File: src/rtl/pipe_stall_ctrl.sv
// pipe_stall_ctrl
//   Central hazard and flush controller for a 5-stage RISC-V pipeline.
//   Produces a 2-bit code (Pass/Hold/Bubb) for every inter-stage register
//   from four conditions in fixed priority: memory busy, branch
//   misprediction flush, load-use hazard and instruction-fetch busy.
//   A RUN/FLUSH FSM stretches the IF/ID bubble over FLUSH_CYCLES cycles.
//
// Ports
//   clk             clock, rising edge
//   rst             asynchronous reset, active low
//   if_busy         fetch has not returned an instruction this cycle
//   mem_busy        MEM stage load/store not complete this cycle
//   branch_error    EX resolved a mispredicted branch/jump
//   id_rs1_request  ID reads rs1        id_rs1_addr  rs1 address
//   id_rs2_request  ID reads rs2        id_rs2_addr  rs2 address
//   ex_rd_load      EX instruction is a load
//   ex_rd_addr      EX destination register
//   stall_*         stage codes (combinational, zero latency)
//   flushing        registered: FSM is in FLUSH
//   stall_cycles    registered: cycles with any code other than Pass
//   flush_count     registered: accepted branch_error events
module pipe_stall_ctrl #(
   parameter int FLUSH_CYCLES = 2
) (
   input  logic        clk,
   input  logic        rst,
   input  logic        if_busy,
   input  logic        mem_busy,
   input  logic        branch_error,
   input  logic        id_rs1_request,
   input  logic        id_rs2_request,
   input  logic [4:0]  id_rs1_addr,
   input  logic [4:0]  id_rs2_addr,
   input  logic        ex_rd_load,
   input  logic [4:0]  ex_rd_addr,
   output logic [1:0]  stall_pc,
   output logic [1:0]  stall_if_id,
   output logic [1:0]  stall_id_ex,
   output logic [1:0]  stall_ex_mem,
   output logic [1:0]  stall_mem_wb,
   output logic        flushing,
   output logic [31:0] stall_cycles,
   output logic [15:0] flush_count
);

   localparam logic [1:0] PASS = 2'b00;
   localparam logic [1:0] HOLD = 2'b01;
   localparam logic [1:0] BUBB = 2'b10;

   localparam logic [2:0] FCNT_LOAD = 3'(FLUSH_CYCLES - 1);

   typedef enum logic {
      RUN   = 1'b0,
      FLUSH = 1'b1
   } state_t;

   state_t      state_q, state_d;
   logic [2:0]  fcnt_q, fcnt_d;
   logic        flushing_q, flushing_d;
   logic [31:0] stall_cycles_q, stall_cycles_d;
   logic [15:0] flush_count_q, flush_count_d;

   logic load_use;
   logic br_accept;
   logic any_stall;

   assign load_use = ex_rd_load & (ex_rd_addr != 5'd0) &
                     ((id_rs1_request & (id_rs1_addr == ex_rd_addr)) |
                      (id_rs2_request & (id_rs2_addr == ex_rd_addr)));

   // A mispredict seen while MEM is busy is not taken yet; EX is held and
   // will present it again once memory completes.
   assign br_accept = branch_error & ~mem_busy;

   // Stage code decode. Reset forces Bubb immediately, independent of the
   // clock, so an in-progress flush is aborted in the same cycle.
   always_comb begin
      stall_pc     = PASS;
      stall_if_id  = PASS;
      stall_id_ex  = PASS;
      stall_ex_mem = PASS;
      stall_mem_wb = PASS;
      if (!rst) begin
         stall_pc     = BUBB;
         stall_if_id  = BUBB;
         stall_id_ex  = BUBB;
         stall_ex_mem = BUBB;
         stall_mem_wb = BUBB;
      end else if (mem_busy) begin
         stall_pc     = HOLD;
         stall_if_id  = HOLD;
         stall_id_ex  = HOLD;
         stall_ex_mem = HOLD;
         stall_mem_wb = BUBB;
      end else if (branch_error) begin
         // PC passes so it loads the redirect target.
         stall_if_id  = BUBB;
         stall_id_ex  = BUBB;
      end else if (state_q == FLUSH) begin
         // load_use is ignored here: the ID content is being discarded.
         stall_pc     = if_busy ? HOLD : PASS;
         stall_if_id  = BUBB;
      end else if (load_use) begin
         stall_pc     = HOLD;
         stall_if_id  = HOLD;
         stall_id_ex  = BUBB;
      end else if (if_busy) begin
         stall_pc     = HOLD;
         stall_if_id  = BUBB;
      end
   end

   assign any_stall = (stall_pc != PASS) | (stall_if_id != PASS) |
                      (stall_id_ex != PASS) | (stall_ex_mem != PASS) |
                      (stall_mem_wb != PASS);

   // Next-state logic for the flush FSM and statistics counters.
   always_comb begin
      state_d        = state_q;
      fcnt_d         = fcnt_q;
      stall_cycles_d = stall_cycles_q;
      flush_count_d  = flush_count_q;

      if (br_accept) begin
         flush_count_d = flush_count_q + 16'd1;
         // With a single-cycle flush the error cycle alone covers it.
         if (FLUSH_CYCLES > 1) begin
            state_d = FLUSH;
            fcnt_d  = FCNT_LOAD;
         end
      end else if ((state_q == FLUSH) && !mem_busy) begin
         if (fcnt_q <= 3'd1) begin
            state_d = RUN;
            fcnt_d  = 3'd0;
         end else begin
            fcnt_d  = fcnt_q - 3'd1;
         end
      end

      if (any_stall) begin
         stall_cycles_d = stall_cycles_q + 32'd1;
      end

      flushing_d = (state_d == FLUSH);
   end

   always_ff @(posedge clk or negedge rst) begin
      if (!rst) begin
         state_q        <= RUN;
         fcnt_q         <= 3'd0;
         flushing_q     <= 1'b0;
         stall_cycles_q <= 32'd0;
         flush_count_q  <= 16'd0;
      end else begin
         state_q        <= state_d;
         fcnt_q         <= fcnt_d;
         flushing_q     <= flushing_d;
         stall_cycles_q <= stall_cycles_d;
         flush_count_q  <= flush_count_d;
      end
   end

   assign flushing     = flushing_q;
   assign stall_cycles = stall_cycles_q;
   assign flush_count  = flush_count_q;

endmodule

File: config.mk
export PLATFORM = sky130hd
export DESIGN_NAME = pipe_stall_ctrl
export DESIGN_NICKNAME = d
export VERILOG_FILES = /design/src/rtl/pipe_stall_ctrl.sv
export SDC_FILE = /design/constraint.sdc
export NUM_CORES = 1
export LEC_CHECK = 0
export CAP_MARGIN = 20
export CORE_MARGIN = 4
export CORE_UTILIZATION = 63
export CTS_CLUSTER_DIAMETER = 200
export CTS_CLUSTER_SIZE = 8
export DETAILED_ROUTE_END_ITERATION = 7
export DONT_BUFFER_PORTS = 1
export PLACE_DENSITY = 0.79
export SKIP_LAST_GASP = 1
export SLEW_MARGIN = 20
export SYNTH_ARGS = -nofsm -noshare
export SYNTH_HDL_FRONTEND = slang
export SYNTH_SLANG_ARGS = --single-unit
File: constraint.sdc
create_clock -name clk -period 2.3 [get_ports clk]
set_input_delay 0.23 -clock clk [delete_from_list [all_inputs] [get_ports clk]]
set_output_delay 0.23 -clock clk [all_outputs]
set_load 0.02 [all_outputs]
==> results of run 1 <==
[critical path, cell delays in order (launching register included)]
cell     delay, ns
dfrtp_1       0.37
nand3_1       0.14
or4_1         0.59
nor3_2        0.27
nand4_1       0.12
nor4_1        0.27
xor2_1        0.18
[state kept, by name (all words and copies together), names as in the netlist]
register / flops
stall_cycles: 32
flush_count: 16
flushing: 1
fcnt_q: 3
[power groups by stage]
| stage | logic (mW) | clock network, mW | registers [mW] |
|---|---|---|---|
| detailed placement | 0.675 | 0 | 1.41 |
| global placement | 0.656 | 0 | 1.40 |
| CTS | 0.703 | 0.615 | 1.39 |
| global route | 0.773 | 0.655 | 1.42 |
| finish | 0.696 | 0.603 | 1.39 |
| floorplan | 0.380 | 0 | 1.47 |
[cell families after synthesis]
| kind of cell | count (synthesis) |
|---|---|
| AO/OA/AOI/OAI | 15 |
| XOR/XNOR | 56 |
| adder cells (fa/ha/maj) | 4 |
| buffers and inverters | 17 |
| flip-flops | 52 |
| multiplexers | 1 |
| other | 1 |
| AND/OR/NAND/NOR | 109 |
[worst min-delay path by stage]
stage / to / slack [ns] / cells past startpoint
2_1_floorplan: fcnt_q[0] / -0.07 / 0
3_3_place_gp: flush_count[3] / -0.06 / 0
3_5_place_dp: flush_count[5] / -0.06 / 0
4_1_cts: fcnt_q[1] / 0.02 / 1
5_1_grt: fcnt_q[2] / 0.03 / 1
6_report: fcnt_q[1] / 0.03 / 1
[layer usage]
metal	wire length, µm	share of wire (%)	up-vias	GRT usage, %
li1	-	-	921	-
met1	2150	42	916	26.5
met2	2520	49	56	33.7
met3	404	7.9	4	7.16
met4	45	0.88	0	6.35
met5	0	0	-	0
[area by class of cell]
class / instances / area (µm²) / area share [%]
Clock buffer: 6 / 72.6 / 2.43
Tap cell: 50 / 62.6 / 2.09
Clock inverter: 2 / 35.0 / 1.17
Sequential cell: 52 / 1300 / 43.5
Multi-Input combinational cell: 186 / 1260 / 42.2
Inverter: 7 / 26.3 / 0.879
Timing Repair Buffer: 26 / 230 / 7.70
[per-stage QoR]
stage	area [µm²]	std cells	hold slack (ns)
global placement	2850	319	-0.0644
finish	2990	329	0.0294
detailed placement	2850	319	-0.0642
global route	2990	329	0.0253
CTS	2990	329	0.0238
floorplan	2660	255	-0.0656
[Yosys cell counts, drive strengths merged]
cell type	count
a2111oi	1
a21oi	3
a31oi	1
and2	2
and3	2
and4	1
buf	6
clkbuf	4
conb	1
dfrtp	52
ha	4
inv	7
mux2	1
nand2	27
nand2b	5
nand3	14
nand4	7
nor2	14
nor2b	1
nor3	9
nor3b	2
nor4	12
nor4b	7
o21a	1
o21ai	5
o22ai	1
o311a	1
o31a	1
o41ai	1
or2	2
or3	2
or4	2
xnor2	24
xor2	32
==> impl_metrics.tcl, run 1 <==
set metrics [dict create \
    p_comb_share_pct 25.9 \
    clkTransAtPathRegs_ns 0.09 \
    die_w_um 73.0 \
    setup_viol 0 \
    cap_violations 0 \
    core_area_mm2 0.00403 \
    cts-root-buf "clkbuf_8" \
    status "finished clean" \
    synth_compound_area_share_pct 4.33 \
    power.leakage_nw 1.24 \
    rr_endpoint "stall_cycles[31]" \
    cts-hold-fix-buffers 2 \
    netlist_instances 255 \
    cp-endpoint "stall_cycles[31]" \
    n_antenna_cell 0 \
    cts_htree_levels 2 \
    grt_max_degree 53 \
    yosys-top-cells-area "dfrtp_1, xor2_1, xnor2_1" \
    layout_common_cells "dfrtp_1, xor2_1, nand2_1, xnor2_1, buf_4" \
    synthToLayoutAreaGrowth_pct 12.4 \
    drt-pass1-iter-count 4 \
    p_sw_share_pct 36.7 \
    io_buffers 0 \
    synth_top_family_by_area "simple AND/OR/NAND/NOR gates" \
    cts_tree "yes" \
    cp.required_ns 2.53 \
    ant_nets 0 \
    clock_latency_ns 0.30 \
    timing.fmax_mhz 498 \
    worstSetupPathType "flip-flop to flip-flop" \
    grt_overflow 0 \
    fin_ws_ns 0.293 \
    fin_crit_sh_pct 87.3 \
    place_ws_ns 0.258 \
    numClockSinks 52 \
    syn_area_per_cell_um2 10.4 \
    cts_setup_buffers 0 \
    slew_violations 0 \
    p_clk_share_pct 22.5 \
    cp_data_arrival_time_ns 2.23 \
    yosysWarnings 0 \
    r2r_setup_slack_ns 0.29 \
    p_per_area_mw_per_mm2 897 \
    p_int_mw 1.70 \
    rows 23 \
    cts_resized 0 \
    drive_above_1_share_pct 13.3 \
    cp_max_fo 4 \
    synth_top_area_share_pct 48.9 \
    startpoint "stall_cycles[16]" \
    cts_inserted_buffers 5 \
    ys_seq_area_share_pct 48.9 \
    startpoint_type "flip-flop" \
    power_frac_seq_pct 51.6 \
    final_common_cell "dfrtp_1" \
    nNetsFinal 305 \
    die_area_mm2 0.00533 \
    crit_path_end_kind "flip-flop" \
    p_total_mw 2.68 \
    clockBufferDepth 2 \
    drc 0 \
    gp_congestion 0.776 \
    wl_mm 5.12 \
    initial_utilization_pct 66.1 \
    synth-simple-area-share_pct 22.2 \
    pin_count 82 \
    place_hpwl_mm 3.78 \
    yosysTopAreaCell "dfrtp_1" \
    ys_ff_latch 52 \
    grt_pass1_vias 1844 \
    synth_mux_area_share_pct 0.423 \
    syn_area_mm2 0.00266 \
    finClkSkew_ns 0.00558 \
    worstReg2RegStart "stall_cycles[16]" \
    hold_class "input port to flip-flop" \
    rsz0062_at_grt "no" \
    grt_pass1_wl_mm 8.63 \
    vias 1897 \
    irDropWorstVdd_v 0.000672 \
    antenna_found_initial 0 \
    setup_tns_ns 0 \
    r2r_cells 6 \
    power_switching_uw 984 \
    hp-start "branch_error" \
    fin_util_pct 74.2 \
    synthesis.nets 282 \
    viasPerCell 5.77 \
    ys_types 38 \
    min_period_ns 2.01 \
    grt_use_total_pct 20.9 \
    dieHeight_um 73.0 \
    detail_route.iter0.violations 92 \
    synthAdderAreaFrac_pct 1.88 \
    hold_violations 0 \
    synth_xor_area_share_pct 18.4 \
    fillCellCount 273 \
    avgRoutedWirePerCell_um 15.6 \
]
Note: power is estimated with default switching activity, not from simulation.
==> run 2: changes to the inputs <==
Settings changed: RECOVER_POWER from default to 25.
==> run 2 against run 1 <==
- worst hold slack is essentially flat
- fmax is essentially flat
- cell area decreased by 0.75%
- sequential power about the same
- via count is 0.69% lower
- register-to-register slack barely moved
- worst setup slack about the same
- critical endpoint unchanged
- largest cell class unchanged
- largest power group unchanged
==> impl_metrics.tcl, run 2 (synthesis gave the netlist of run 1 again) <==
set metrics [dict create \
    place_hpwl_mm 3.78 \
    setup_tns_ns 0 \
    final_common_cell "dfrtp_1" \
    cp_max_fo 4 \
    wl_met1_mm 2.14 \
    viasPerCell 5.73 \
    numClockSinks 52 \
    slew_violations 0 \
    hold_class "input port to flip-flop" \
    core_area_mm2 0.00403 \
    ant_nets 0 \
    fin_crit_sh_pct 87.3 \
    grt_pass1_wl_mm 8.63 \
    gp_congestion 0.776 \
    antenna_found_initial 0 \
    worstSetupPathType "flip-flop to flip-flop" \
    irDropWorstVdd_v 0.000669 \
    dieHeight_um 73.0 \
    fin_util_pct 73.7 \
    fillCellCount 276 \
    crit_chain "nand3_1 -> or4_1 -> nor3_2 -> nand4_1 -> nor4_1 -> xor2_1" \
    hold_violations 0 \
    power.leakage_nw 1.23 \
    layout_common_cells "dfrtp_1, xor2_1, nand2_1, xnor2_1, buf_4" \
    drc 0 \
    cap_violations 0 \
    status "finished clean" \
    wl_met3_um 394 \
    drive_above_1_share_pct 13.3 \
    clockBufferDepth 2 \
    detail_route.iter0.violations 100 \
    p_total_mw 2.68 \
    cp.required_ns 2.53 \
    startpoint_type "flip-flop" \
    dr_wl_met2_mm 2.55 \
    drt-pass1-iter-count 4 \
    crit_path_max_incr_delay_ns 0.59 \
    cts-root-buf "clkbuf_8" \
    slowest_stage "or4_1" \
    die_w_um 73.0 \
    relSlewSlack_pct 17.2 \
    cts_inserted_buffers 5 \
    clock_latency_ns 0.30 \
    grt_overflow 0 \
    pin_count 82 \
    grt_max_degree 53 \
    wl_mm 5.13 \
    dp_cells 319 \
    setup_viol 0 \
    rsz0062_at_grt "no" \
    timing.fmax_mhz 498 \
    synthToLayoutAreaGrowth_pct 11.5 \
    cp_data_arrival_time_ns 2.24 \
    grt_pass1_vias 1844 \
    crit_buf_inv 0 \
    min_period_ns 2.01 \
    cts_tree "yes" \
    initial_utilization_pct 66.1 \
    avgRoutedWirePerCell_um 15.6 \
    finClkSkew_ns 0.00620 \
    vias 1884 \
    crit_family "simple AND/OR/NAND/NOR gates" \
    fin_hold_ws_ns 0.0292 \
    rows 23 \
    crit_path_end_kind "flip-flop" \
    cts_htree_levels 2 \
    worst_pin_slew_ns 1.24 \
    cts_resized 0 \
    instances_no_fill 329 \
    nNetsFinal 305 \
    io_buffers 0 \
    maxUsedRoutingLayer "met4" \
    die_area_mm2 0.00533 \
    n_antenna_cell 0 \
    p_per_area_mw_per_mm2 902 \
    clkTransAtPathRegs_ns 0.09 \
    largest_register_ffs 32 \
    grt_use_total_pct 20.9 \
]
## run 2: cell count changes in the layout (fill, tap and decap cells not counted), sizes merged
cell    before  now
buf         25   24
clkbuf       6    7
## run 2: final timing paths
kind,startpoint,to,slack (ns),cells after the start
setup / recovery,stall_cycles[16],stall_cycles[31],0.29,6
hold / removal,branch_error,fcnt_q[1],0.03,1
setup reg to reg,stall_cycles[16],stall_cycles[31],0.29,6
hold reg to reg,fcnt_q[1],fcnt_q[1],0.52,2
max in group asynchronous,rst,fcnt_q[1],0.82,2
min in group asynchronous,rst,stall_cycles[30],0.75,2
## run 2: routing by layer
layer  up-vias  track usage [%]
met2        60             33.7
met4         0             6.35
met5         -                0
li1        919                -
met3         4             7.16
met1       901             26.5
## run 2: cell type report
type | instances | area, µm² | area share (%)
clock buffers | 6 | 72.6 | 2.45
repair buffers | 26 | 208 | 7.00
inverters | 7 | 26.3 | 0.885
well taps | 50 | 62.6 | 2.11
flip-flops and latches | 52 | 1300 | 43.8
multi-input cells | 186 | 1260 | 42.5
clock inverters | 2 | 35.0 | 1.18
## run 2: repair_timing
item,CTS,global route
hold buffers,2,0
hold endpoints to repair,52,0
buffers inserted,0,0
## run 2: power breakdown
part | leakage (nW) | switching [mW] | total, mW | internal (mW)
clock network | 0.0552 | 0.280 | 0.603 | 0.323
logic | 0.558 | 0.402 | 0.689 | 0.287
registers | 0.618 | 0.300 | 1.38 | 1.08
total | 1.23 | 0.982 | 2.68 | 1.70
## run 2: worst reg2reg max path: cells and delay by family, from the launching register on
| family | cells | cell delay, ns |
|---|---|---|
| and+or+nand+nor | 5 | 1.39 |
| DFF | 1 | 0.37 |
| xor gates and xnor gates | 1 | 0.18 |
## run 2: through the flow
| stage | cell area, µm² | setup slack (ns) |
|---|---|---|
| final | 2970 | 0.293 |
| after detailed placement | 2850 | 0.258 |
| after global placement | 2850 | 0.282 |
| after CTS | 2990 | 0.296 |
| after global routing | 2970 | 0.0960 |
| after floorplan | 2660 | 0.293 |
